`src/rtl/printf_arbiter.sv`:
```
// rtl/printf_arbiter.sv - round-robin arbiter funnelling NUM_REQ printf sources into one 2-deep output FIFO
module printf_arbiter #(
    parameter int NUM_REQ    = 4,
    parameter int DATA_WIDTH = 144
) (
    input  logic                          CLK,
    input  logic                          RST,
    input  logic [NUM_REQ-1:0]            in_pending,
    input  logic [NUM_REQ-1:0]            in_enq__ENA,
    input  logic [NUM_REQ*DATA_WIDTH-1:0] in_enq__v,
    output logic [NUM_REQ-1:0]            in_enq__RDY,
    output logic                          out_enq__ENA,
    output logic [DATA_WIDTH-1:0]         out_enq__v,
    input  logic                          out_enq__RDY,
    output logic [31:0]                   beat_count,
    output logic                          proto_err
);

    localparam int PTR_W = $clog2(NUM_REQ);

    logic [PTR_W-1:0]      rr_ptr;
    logic [PTR_W-1:0]      win_idx;
    logic                  win_valid;
    logic [PTR_W:0]        scan_idx;

    logic [DATA_WIDTH-1:0] fifo_mem [2];
    logic                  wr_sel;
    logic                  rd_sel;
    logic [1:0]            fifo_count;

    logic                  accept;
    logic                  pop;
    logic                  bad_ena;
    logic [DATA_WIDTH-1:0] win_data;

    // Scan offsets from the top down so the lowest offset from rr_ptr is the last to win.
    always_comb begin
        win_valid = 1'b0;
        win_idx   = '0;
        scan_idx  = '0;
        for (int k = NUM_REQ - 1; k >= 0; k--) begin
            scan_idx = {1'b0, rr_ptr} + (PTR_W + 1)'(k);
            if (scan_idx >= (PTR_W + 1)'(NUM_REQ)) begin
                scan_idx = scan_idx - (PTR_W + 1)'(NUM_REQ);
            end
            if (in_pending[scan_idx[PTR_W-1:0]]) begin
                win_valid = 1'b1;
                win_idx   = scan_idx[PTR_W-1:0];
            end
        end
    end

    // Grant depends only on registered state and in_pending, never on any ENA.
    always_comb begin
        in_enq__RDY = '0;
        if (!RST && fifo_count != 2'd2 && win_valid) begin
            in_enq__RDY[win_idx] = 1'b1;
        end
    end

    assign win_data     = in_enq__v[int'(win_idx)*DATA_WIDTH +: DATA_WIDTH];
    assign accept       = |(in_enq__ENA & in_enq__RDY);
    assign bad_ena      = |(in_enq__ENA & ~in_enq__RDY);
    assign pop          = !RST && fifo_count != 2'd0 && out_enq__RDY;
    assign out_enq__ENA = pop;
    assign out_enq__v   = (!RST && fifo_count != 2'd0) ? fifo_mem[rd_sel] : '0;

    always_ff @(posedge CLK) begin
        if (accept) begin
            fifo_mem[wr_sel] <= win_data;
        end
    end

    always_ff @(posedge CLK or posedge RST) begin
        if (RST) begin
            rr_ptr     <= '0;
            wr_sel     <= 1'b0;
            rd_sel     <= 1'b0;
            fifo_count <= 2'd0;
            beat_count <= 32'd0;
            proto_err  <= 1'b0;
        end else begin
            if (accept) begin
                wr_sel     <= ~wr_sel;
                beat_count <= beat_count + 32'd1;
                rr_ptr     <= (win_idx == PTR_W'(NUM_REQ - 1)) ? '0 : win_idx + PTR_W'(1);
            end
            if (pop) begin
                rd_sel <= ~rd_sel;
            end
            case ({accept, pop})
                2'b10:   fifo_count <= fifo_count + 2'd1;
                2'b01:   fifo_count <= fifo_count - 2'd1;
                default: fifo_count <= fifo_count;
            endcase
            if (bad_ena) begin
                proto_err <= 1'b1;
            end
        end
    end

endmodule

```
`config.mk`:
```
export PLATFORM = sky130hd
export DESIGN_NAME = printf_arbiter
export DESIGN_NICKNAME = d
export VERILOG_FILES = /design/src/rtl/printf_arbiter.sv
export SDC_FILE = /design/constraint.sdc
export NUM_CORES = 1
export LEC_CHECK = 0
export ABC_AREA = 1
export CAP_MARGIN = 20
export CORE_AREA = 5 5 297 299
export CTS_CLUSTER_DIAMETER = 200
export DETAILED_ROUTE_END_ITERATION = 10
export DIE_AREA = 0 0 302 304
export SLEW_MARGIN = 10
export SYNTH_ARGS = -nofsm -noshare
export SYNTH_HDL_FRONTEND = slang
export SYNTH_SLANG_ARGS = --single-unit
export TNS_END_PERCENT = 1
```
`constraint.sdc`:
```
create_clock -name CLK -period 12.77 [get_ports CLK]
set_input_delay 3.831 -clock CLK [delete_from_list [all_inputs] [get_ports CLK]]
set_output_delay 3.831 -clock CLK [all_outputs]
set_load 0.005 [all_outputs]
```
==> run_results.csv, run 1 <==
group,metric,value,unit
pwr,peakVddDrop,0.000276,V
clock_tree,cts.path.max_buffers,3,
global_route,antenna_found_initial,13,
placed_design,gp_congestion,0.867,
routing,vias,18200,
logic_synthesis,async_flop_share,0.119,
final_layout,fillers,8982,
final_layout,nNetsFinal,3521,
logic_synthesis,ys_seq_elements,327,
die,initial_core_util,0.215,
routing,wirelength,84300,um
setup_path,critPathArrivalTime,6.57,ns
clock_tree,cts_tree,"yes",
logic_synthesis,yosysUniqueCellTypes,36,
worst_hold_path,worstHoldStart,"wr_sel$_DFFE_PP0N_",
setup_path,worstPathRequired,8.94,ns
setup_path,r2r_slack,7.79,ns
logic_synthesis,yosys-top-cells-area,"edfxtp_1, nand2_1, o21ai_0",
global_route,grt_usage,0.173,
setup_path,path_class,"input port to primary output",
worst_hold_path,min_path_cells,2,
setup_path,reg2reg_to,"fifo_mem[0][97]$_DFFE_PP_",
clock_tree,htreeDepth,2,
clock_tree,cts_made_buffers,40,
placed_design,dp.cells,4033,
placed_design,dp_hpwl,64400,um
sta,maxSlewHeadroom,0.297,
sta,setup_viol,0,
final_layout,drive_gt1_frac,0.0473,
clock_tree,cts_hold_buf,0,
logic_synthesis,yosysSeqAreaShare,0.527,
logic_synthesis,synth_area,0.0182,sq mm
sta,tns,0,ns
sta,skew,0.0189,ns
die,ios,769,
worst_hold_path,hold_path_end,"wr_sel$_DFFE_PP0N_",
logic_synthesis,synth.top_cell.area_share,0.474,
final_layout,stdcell_count,4107,
worst_hold_path,hp-class,"register to register",
setup_path,crit_top_cell,"nand2_1",
die,fp-row-count,107,
placed_design,io_buffers,768,
sta,period_minus_slack,10.40,ns
clock_tree,cts_setup_buffers,0,
sta,tightest_slew,1.05,ns
routing,drtIter0Drc,1517,
setup_path,cp-start-kind,"input port",
logic_synthesis,yosysTopAreaCell,"edfxtp_1",
logic_synthesis,synth_enable_flop_cells,288,
clock_tree,clk_pin_slew,0.06,ns
logic_synthesis,synth_most_common_cell,"nand2_1",
sta,rsz0062_at_grt,"false",
sta,max_freq,0.0962,GHz
global_route,grt_pass1_wl,119000,um
sta,hold_viol,0,
final_layout,seq_area,0.00963,sq mm
logic_synthesis,yosys_warnings,0,
logic_synthesis,synth_common_cells,"nand2_1, o21ai_0, edfxtp_1",
clock_tree,insertion_delay,0.54,ns
setup_path,rr_worst_depth,14,
routing,drc_errors,0,
die,die_h,304,um
clock_tree,ctsResizeCount,0,
sta,hold_slack,0.489,ns
setup_path,crit_fanout,61,
routing,routed_via_density,4.44,
pwr,finalPower,0.00765,W
global_route,grt_max_degree,158,
logic_synthesis,syn_area_per_cell,8.10,sq um
die,core,0.0849,sq mm
run,drv_cap,0,
logic_synthesis,synthFlopType,"edfxtp_1",
setup_path,path_cells,"clkdlybuf4s50_1 > inv_1 > nand2_1 > nand3_1 > nand2_1 > inv_1 > nand2_1 > nand2_1 > nand2_1 > nand2_8 > inv_8 > ha_1 > inv_1 > nor2_1 > clkdlybuf4s50_1",
setup_path,slowest_stage,"clkdlybuf4s50_1",
sta,drv_slew,0,
final_layout,syn2layout_area_growth,54.3,%
final_layout,multi_input_area,0.00721,sq mm
logic_synthesis,syn_nets,2843,
setup_path,critPathCaptureType,"primary output",
logic_synthesis,netlist_instances,2253,
routing,wl_per_cell,20.5,um
setup_path,cpPeakStageDelay,0.53,ns
routing,ant_nets,0,
outcome,status,"complete, no violations",
global_route,grt_pass1_vias,17800,
clock_tree,numClockSinks,327,
pwr,power_density,272,mW/mm^2
routing,dr.pass1.iters,5,
clock_tree,cts-root-buf,"clkbuf_16",
setup_path,r2r-start,"rr_ptr[0]$_DFFE_PP0N_",
die,fp.dieW,302,um
pwr,leakage,11.5,nW
global_route,grt_overflow,0,
die,dieArea,0.0918,sq mm
sta,fin_crit_sh,0.814,
metrics by stage:
stage,worst slack (ns),utilization,area (sq um)
after floorplan,0.507,-,18200
after global placement,2.27,0.316,26800
after detailed placement,2.37,0.316,26800
after CTS,2.35,0.332,28100
after global routing,2.10,0.332,28200
final,2.37,0.332,28200
registers in the layout, summed over array words and instances (netlist names):
name and flops:
beat_count 32, rd_sel 1, fifo_mem 288, fifo_count 2
proto_err 1, wr_sel 1, rr_ptr 2
final cells by class:
cell class | instances | area share
flip-flops and latches | 327 | 0.342
repair buffers | 788 | 0.279
multi-input cells | 1594 | 0.256
well taps | 1144 | 0.0508
clock buffers | 45 | 0.0373
inverters | 180 | 0.0248
clock inverters | 25 | 0.00920
diodes | 4 | 0.000356
worst max path at each step:
stage	from	endpoint	depth (start not counted)
finish	in_pending[1]	in_enq__RDY[3]	15
global route	in_pending[1]	in_enq__RDY[3]	15
CTS	in_pending[1]	in_enq__RDY[3]	15
detailed placement	in_pending[1]	in_enq__RDY[3]	15
global placement	in_pending[1]	in_enq__RDY[3]	15
floorplan	in_pending[1]	fifo_mem[1][0]$_DFFE_PP_	18
power by group:
group          switching [W]  total, W  internal, W  leakage, nW
logic                0.00310   0.00440      0.00129         7.76
registers           0.000107   0.00211      0.00201         3.15
clock network       0.000448   0.00114     0.000691        0.625
cell families after synthesis:
group,Yosys count,share of synthesized area
buffers and inverters,332,0.0799
DFF,327,0.527
adders and majority gates,3,0.00206
xor gates and xnor gates,32,0.0154
and+or+nand+nor,1081,0.234
AOI/OAI and AO/OA,478,0.141
layout by cell type, fill, tap and decap left out, types with 6 or more instances in the layout:
cell type | netlist | routed
buf_4 | 6 | 18
clkbuf_16 | 0 | 41
clkdlybuf4s50_1 | 0 | 768
clkinv_1 | 1 | 10
dfrtp_1 | 39 | 38
edfxtp_1 | 288 | 288
inv_1 | 175 | 174
nand2_1 | 722 | 721
nand3_1 | 12 | 12
nand4_1 | 8 | 8
nor2_1 | 276 | 275
nor2_2 | 44 | 44
nor3_1 | 6 | 6
o21ai_0 | 325 | 325
o22ai_1 | 144 | 144
xnor2_1 | 14 | 14
xor2_1 | 18 | 18
metal layers:
layer  GRT usage  vias to the layer above  wire length, um
met1       0.211                     8616            33700
met5           0                        -               48
met2       0.308                      713            41600
met4      0.0419                        8             1970
met3      0.0413                      109             6910
li1            -                     8801                -
critical path, delay by kind of cell:
family	cells	cell delay [ns]
buf+inv	6	1.49
simple gates	8	1.00
fa+ha+maj	1	0.21
Note: power is estimated with default switching activity, not from simulation.
==> inputs of run 2 (changes only) <==
==> constraint.sdc (replaced) <==
create_clock -name CLK -period 9.5 [get_ports CLK]
set_input_delay 2.85 -clock CLK [delete_from_list [all_inputs] [get_ports CLK]]
set_output_delay 2.85 -clock CLK [all_outputs]
set_load 0.005 [all_outputs]
==> run 2 against run 1 <==
  * Flip-flop and latch count unchanged
  * Final cell count about the same
  * Sequential share of layout area grew 0.052 points
  * Clock skew increased by 0.0076 ns
  * Non-clock buffer count up 5
  * Critical path type unchanged
==> run_results.csv, run 2 (same netlist as run 1, synthesis figures left out) <==
group,metric,value,unit
placed_design,dp_hpwl,63400,um
routing,drc_errors,0,
die,core,0.0849,sq mm
clock_tree,htreeDepth,2,
pwr,peakVddDrop,0.000259,V
sta,tightest_slew,1.37,ns
die,initial_core_util,0.215,
setup_path,cp-start-kind,"input port",
sta,maxSlewHeadroom,0.0862,
setup_path,path_class,"input port to primary output",
clock_tree,cts.path.max_buffers,3,
final_layout,final_cell_mix,"clkdlybuf4s50_1, nand2_1, o21ai_0",
setup_path,cpPeakStageDelay,0.55,ns
global_route,grt_pass1_vias,17300,
setup_path,crit_fanout,40,
setup_path,worstPathRequired,6.65,ns
worst_hold_path,hp-class,"register to register",
routing,wirelength,83400,um
pwr,power_density,362,mW/mm^2
sta,hold_slack,0.489,ns
clock_tree,insertion_delay,0.55,ns
clock_tree,cts_setup_buffers,0,
final_layout,design_area,0.0281,sq mm
global_route,grt_overflow,0,
setup_path,path_cells,"clkdlybuf4s50_1 > inv_1 > nand2_1 > nand3_1 > nand2_1 > inv_1 > nand2_1 > nand2_1 > nand2_1 > nand2_8 > inv_8 > ha_1 > inv_1 > nor2_1 > clkdlybuf4s50_1",
global_route,grt_max_degree,145,
die,fp.dieW,302,um
routing,dr.pass1.iters,6,
final_layout,syn2layout_area_growth,54.0,%
global_route,grt_usage,0.171,
sta,fin_crit_sh,0.857,
pwr,p_comb_frac,0.583,
sta,skew,0.0264,ns
sta,period_minus_slack,8.14,ns
clock_tree,ctsResizeCount,0,
routing,drtIter0Drc,1472,
setup_path,critPathCaptureType,"primary output",
pwr,power.clock.fraction,0.137,
sta,tns,0,ns
outcome,status,"complete, no violations",
sta,setup_viol,0,
global_route,antenna_found_initial,12,
sta,hold_viol,0,
die,fp-row-count,107,
final_layout,drive_gt1_frac,0.0459,
routing,wl_per_cell,20.3,um
sta,rsz0062_at_grt,"false",
final_layout,top_register,"fifo_mem",
setup_path,crit_top_cell,"nand2_1",
placed_design,io_buffers,768,
setup_path,slowest_stage,"clkdlybuf4s50_1",
global_route,grt_pass1_wl,117000,um
final_layout,final_common_cell,"clkdlybuf4s50_1",
final_layout,largest_register_ffs,288,
sta,drv_slew,0,
die,die_h,304,um
clock_tree,cts_tree,"yes",
placed_design,gp_congestion,0.841,
routing,ant_nets,0,
pwr,intPower,0.00529,W
routing,vias,18100,
clock_tree,clk_pin_slew,0.06,ns
die,dieArea,0.0918,sq mm
clock_tree,cts_made_buffers,39,
placed_design,place_area,0.0269,sq mm
run,drv_cap,0,
setup_path,r2r_slack,4.92,ns
die,ios,769,
pwr,power_frac_seq,0.280,
final_layout,largest_registers,"fifo_mem (288), beat_count (32)",
clock_tree,numClockSinks,327,
pwr,p_switching,0.00489,W
pwr,switching_share,0.480,
sta,max_freq,0.123,GHz
setup_path,critPathArrivalTime,5.29,ns
pwr,leakage,11.5,nW
final_layout,nNetsFinal,3525,
clock_tree,cts-root-buf,"clkbuf_16",
final_layout,fillers,8994,
clock_tree,cts_hold_buf,0,
routing,routed_via_density,4.40,
-- run 2: cell types whose count changed in the layout (fill, tap and decap cells not counted) --
cell        change
diode_2         -2
buf_4           +1
clkbuf_1        +5
buf_12          +4
bufinv_16       -4
clkinv_2        -1
clkinvlp_4      -4
clkinv_1        +3
-- run 2: power groups by stage --
stage,Combinational (W),Clock (W),Sequential [W]
6_report,0.00593,0.00139,0.00285
5_1_grt,0.00652,0.00151,0.00290
4_1_cts,0.00601,0.00145,0.00286
3_5_place_dp,0.00599,0,0.00288
3_3_place_gp,0.00596,0,0.00287
2_1_floorplan,0.00347,0,0.00287
-- run 2: critical path, delay by kind of cell --
family                     cells  cell delay (ns)
adders and majority gates      1             0.15
buffers and inverters          6             1.28
and+or+nand+nor                8             0.99
-- run 2: final cells by class --
type,instances,area (sq um),area share
flip-flops and latches,327,9630,0.342
clock inverters,19,115,0.00409
well taps,1144,1430,0.0509
inverters,180,698,0.0248
multi-input cells,1594,7210,0.257
diodes,2,5.00,0.000178
repair buffers,793,7950,0.283
clock buffers,50,1070,0.0381
-- run 2: through the flow --
step	total power (W)	setup slack, ns	utilization	cells
detailed placement	0.00888	1.38	0.317	4038
global placement	0.00883	1.37	0.317	4038
global route	0.0109	1.10	0.331	4107
finish	0.0102	1.36	0.331	4109
CTS	0.0103	1.36	0.331	4107
floorplan	0.00634	0.720	-	2253
-- run 2: final timing paths --
path                                        from                   endpoint  cells past startpoint
hold reg to reg               wr_sel$_DFFE_PP0N_         wr_sel$_DFFE_PP0N_                      2
setup reg to reg           rr_ptr[0]$_DFFE_PP0N_  fifo_mem[0][90]$_DFFE_PP_                     15
hold / removal                wr_sel$_DFFE_PP0N_         wr_sel$_DFFE_PP0N_                      2
setup / recovery                   in_pending[1]             in_enq__RDY[3]                     15
max in group asynchronous                    RST         rd_sel$_DFFE_PP0P_                      3
min in group asynchronous                    RST         rd_sel$_DFFE_PP0P_                      3
-- run 2: metal layers --
metal,global-route usage,vias to the layer above,part of all wire
met5,0,-,0.00011
met4,0.0431,2,0.026
met3,0.0392,92,0.078
met2,0.296,731,0.48
met1,0.215,8451,0.41
li1,-,8809,-
==> inputs of run 3 (changes only) <==
--- a/config.mk
+++ b/config.mk
@@ -11,6 +11,7 @@
 export CTS_CLUSTER_DIAMETER = 200
 export DETAILED_ROUTE_END_ITERATION = 10
 export DIE_AREA = 0 0 302 304
+export SKIP_CTS_REPAIR_TIMING = 1
 export SLEW_MARGIN = 10
 export SYNTH_ARGS = -nofsm -noshare
 export SYNTH_HDL_FRONTEND = slang
==> constraint.sdc (replaced) <==
create_clock -name CLK -period 8.7 [get_ports CLK]
set_input_delay 2.61 -clock CLK [delete_from_list [all_inputs] [get_ports CLK]]
set_output_delay 2.61 -clock CLK [all_outputs]
set_load 0.005 [all_outputs]
==> run 3 against run 2 <==
  * Final cell count is 0.19% higher
  * Non-clock buffer count is 8 higher
  * First-iteration DRC count is 4.5% lower
  * Critical path depth stayed put
  * Register-to-register slack worse by 0.24 ns
  * Combinational power is 11% higher
==> run_results.csv, run 3 (same netlist as run 1, synthesis figures left out) <==
group,metric,value,unit
placed_design,dp_hpwl,65000,um
sta,setup_viol,0,
run,drv_cap,0,
die,dieArea,0.0918,sq mm
placed_design,place_area,0.0270,sq mm
sta,drv_slew,0,
clock_tree,numClockSinks,327,
die,die_h,304,um
clock_tree,insertion_delay,0.54,ns
routing,vias,18000,
pwr,p_comb_frac,0.585,
routing,dr.pass1.iters,7,
setup_path,cpPeakStageDelay,0.56,ns
routing,drc_errors,0,
placed_design,io_buffers,768,
final_layout,drive_gt1_frac,0.0499,
sta,rsz0062_at_grt,"false",
pwr,intPower,0.00587,W
die,fp.dieW,302,um
clock_tree,cts_tree,"yes",
global_route,grt_pass1_vias,17700,
setup_path,critPathCaptureType,"primary output",
worst_hold_path,hp-class,"register to register",
pwr,p_switching,0.00538,W
setup_path,rr_worst_depth,18,
pwr,peakVddDrop,0.000306,V
placed_design,gp_congestion,0.863,
pwr,power_frac_seq,0.275,
worst_hold_path,min_path_cells,2,
routing,wirelength,84200,um
die,fp-row-count,107,
sta,tns,0,ns
sta,max_freq,0.129,GHz
die,core,0.0849,sq mm
setup_path,cp-start-kind,"input port",
outcome,status,"complete, no violations",
pwr,leakage,11.6,nW
final_layout,design_area,0.0283,sq mm
clock_tree,clk_pin_slew,0.05,ns
final_layout,fillers,8916,
setup_path,slowest_stage,"clkdlybuf4s50_1",
pwr,switching_share,0.478,
clock_tree,cts_made_buffers,39,
routing,drtIter0Drc,1406,
die,ios,769,
setup_path,worstPathRequired,6.09,ns
setup_path,critPathArrivalTime,5.11,ns
sta,fin_crit_sh,0.888,
final_layout,largest_registers,"fifo_mem (288), beat_count (32)",
global_route,antenna_found_initial,14,
global_route,grt_pass1_wl,119000,um
global_route,grt_usage,0.173,
routing,wl_per_cell,20.4,um
final_layout,final_cell_mix,"clkdlybuf4s50_1, nand2_1, o21ai_0",
sta,skew,0.0176,ns
final_layout,seq_area,0.00963,sq mm
global_route,grt_max_degree,106,
pwr,power.clock.fraction,0.141,
setup_path,path_class,"input port to primary output",
global_route,grt_overflow,0,
setup_path,path_cells,"clkdlybuf4s50_1 > inv_1 > nand2_1 > nand3_1 > nand2_1 > inv_1 > nand2_1 > nand2_1 > nand2_1 > nand2_8 > inv_8 > ha_1 > inv_1 > nor2_1 > clkdlybuf4s50_1",
final_layout,nNetsFinal,3533,
pwr,power_density,398,mW/mm^2
final_layout,multi_input_area,0.00721,sq mm
setup_path,crit_top_cell,"nand2_1",
clock_tree,cts.path.max_buffers,3,
routing,routed_via_density,4.37,
sta,period_minus_slack,7.72,ns
final_layout,final_common_cell,"clkdlybuf4s50_1",
setup_path,crit_fanout,27,
sta,hold_viol,0,
final_layout,fin_util,0.333,
final_layout,top_register,"fifo_mem",
sta,tightest_slew,1.02,ns
clock_tree,cts-root-buf,"clkbuf_16",
final_layout,largest_register_ffs,288,
final_layout,syn2layout_area_growth,54.9,%
sta,maxSlewHeadroom,0.310,
die,initial_core_util,0.215,
routing,ant_nets,0,
clock_tree,htreeDepth,2,
[run 3: path summary, 6_finish.rpt]
path,start,end,slack (ns)
worst max register to register,rr_ptr[0]$_DFFE_PP0N_,fifo_mem[0][77]$_DFFE_PP_,4.68
max in group asynchronous,RST,beat_count[28]$_DFFE_PP0N_,5.66
worst max-delay path,in_pending[1],in_enq__RDY[3],0.98
worst min-delay path,wr_sel$_DFFE_PP0N_,wr_sel$_DFFE_PP0N_,0.49
worst min register to register,wr_sel$_DFFE_PP0N_,wr_sel$_DFFE_PP0N_,0.49
min in group asynchronous,RST,rd_sel$_DFFE_PP0P_,2.63
[run 3: layout make-up]
type / instances / area share
Sequential cell: 327 / 0.341
Timing Repair Buffer: 801 / 0.285
Multi-Input combinational cell: 1594 / 0.255
Tap cell: 1144 / 0.0506
Clock buffer: 50 / 0.0382
Inverter: 180 / 0.0247
Clock inverter: 14 / 0.00509
Antenna cell: 7 / 0.000620
[run 3: metal layers]
layer  vias to the layer above  track usage  part of all wire
met5                         -            0          0.000095
met4                         2       0.0458             0.021
met3                        88       0.0362             0.067
met2                       645        0.302              0.49
met1                      8430        0.217              0.42
li1                       8818            -                 -
[run 3: critical path, delay by kind of cell]
| family | cells | cell delay, ns |
|---|---|---|
| adder cells (fa/ha/maj) | 1 | 0.17 |
| buffers and inverters | 6 | 1.37 |
| AND/OR/NAND/NOR | 8 | 0.94 |
[run 3: power groups by stage]
stage	Combinational, W	Sequential (W)	Clock (W)
floorplan	0.00379	0.00313	0
global placement	0.00662	0.00311	0
detailed placement	0.00666	0.00312	0
CTS	0.00668	0.00310	0.00164
global route	0.00722	0.00314	0.00170
finish	0.00658	0.00309	0.00158
[run 3: stage by stage]
| step | hold WS (ns) | worst slack [ns] | power, W | std cells |
|---|---|---|---|---|
| 2_1_floorplan | 0.450 | 0.160 | 0.00693 | 2253 |
| 3_3_place_gp | 0.463 | 0.961 | 0.00973 | 4046 |
| 3_5_place_dp | 0.474 | 0.974 | 0.00978 | 4046 |
| 4_1_cts | 0.489 | 0.961 | 0.0114 | 4110 |
| 5_1_grt | 0.542 | 0.747 | 0.0121 | 4116 |
| 6_report | 0.486 | 0.977 | 0.0113 | 4117 |
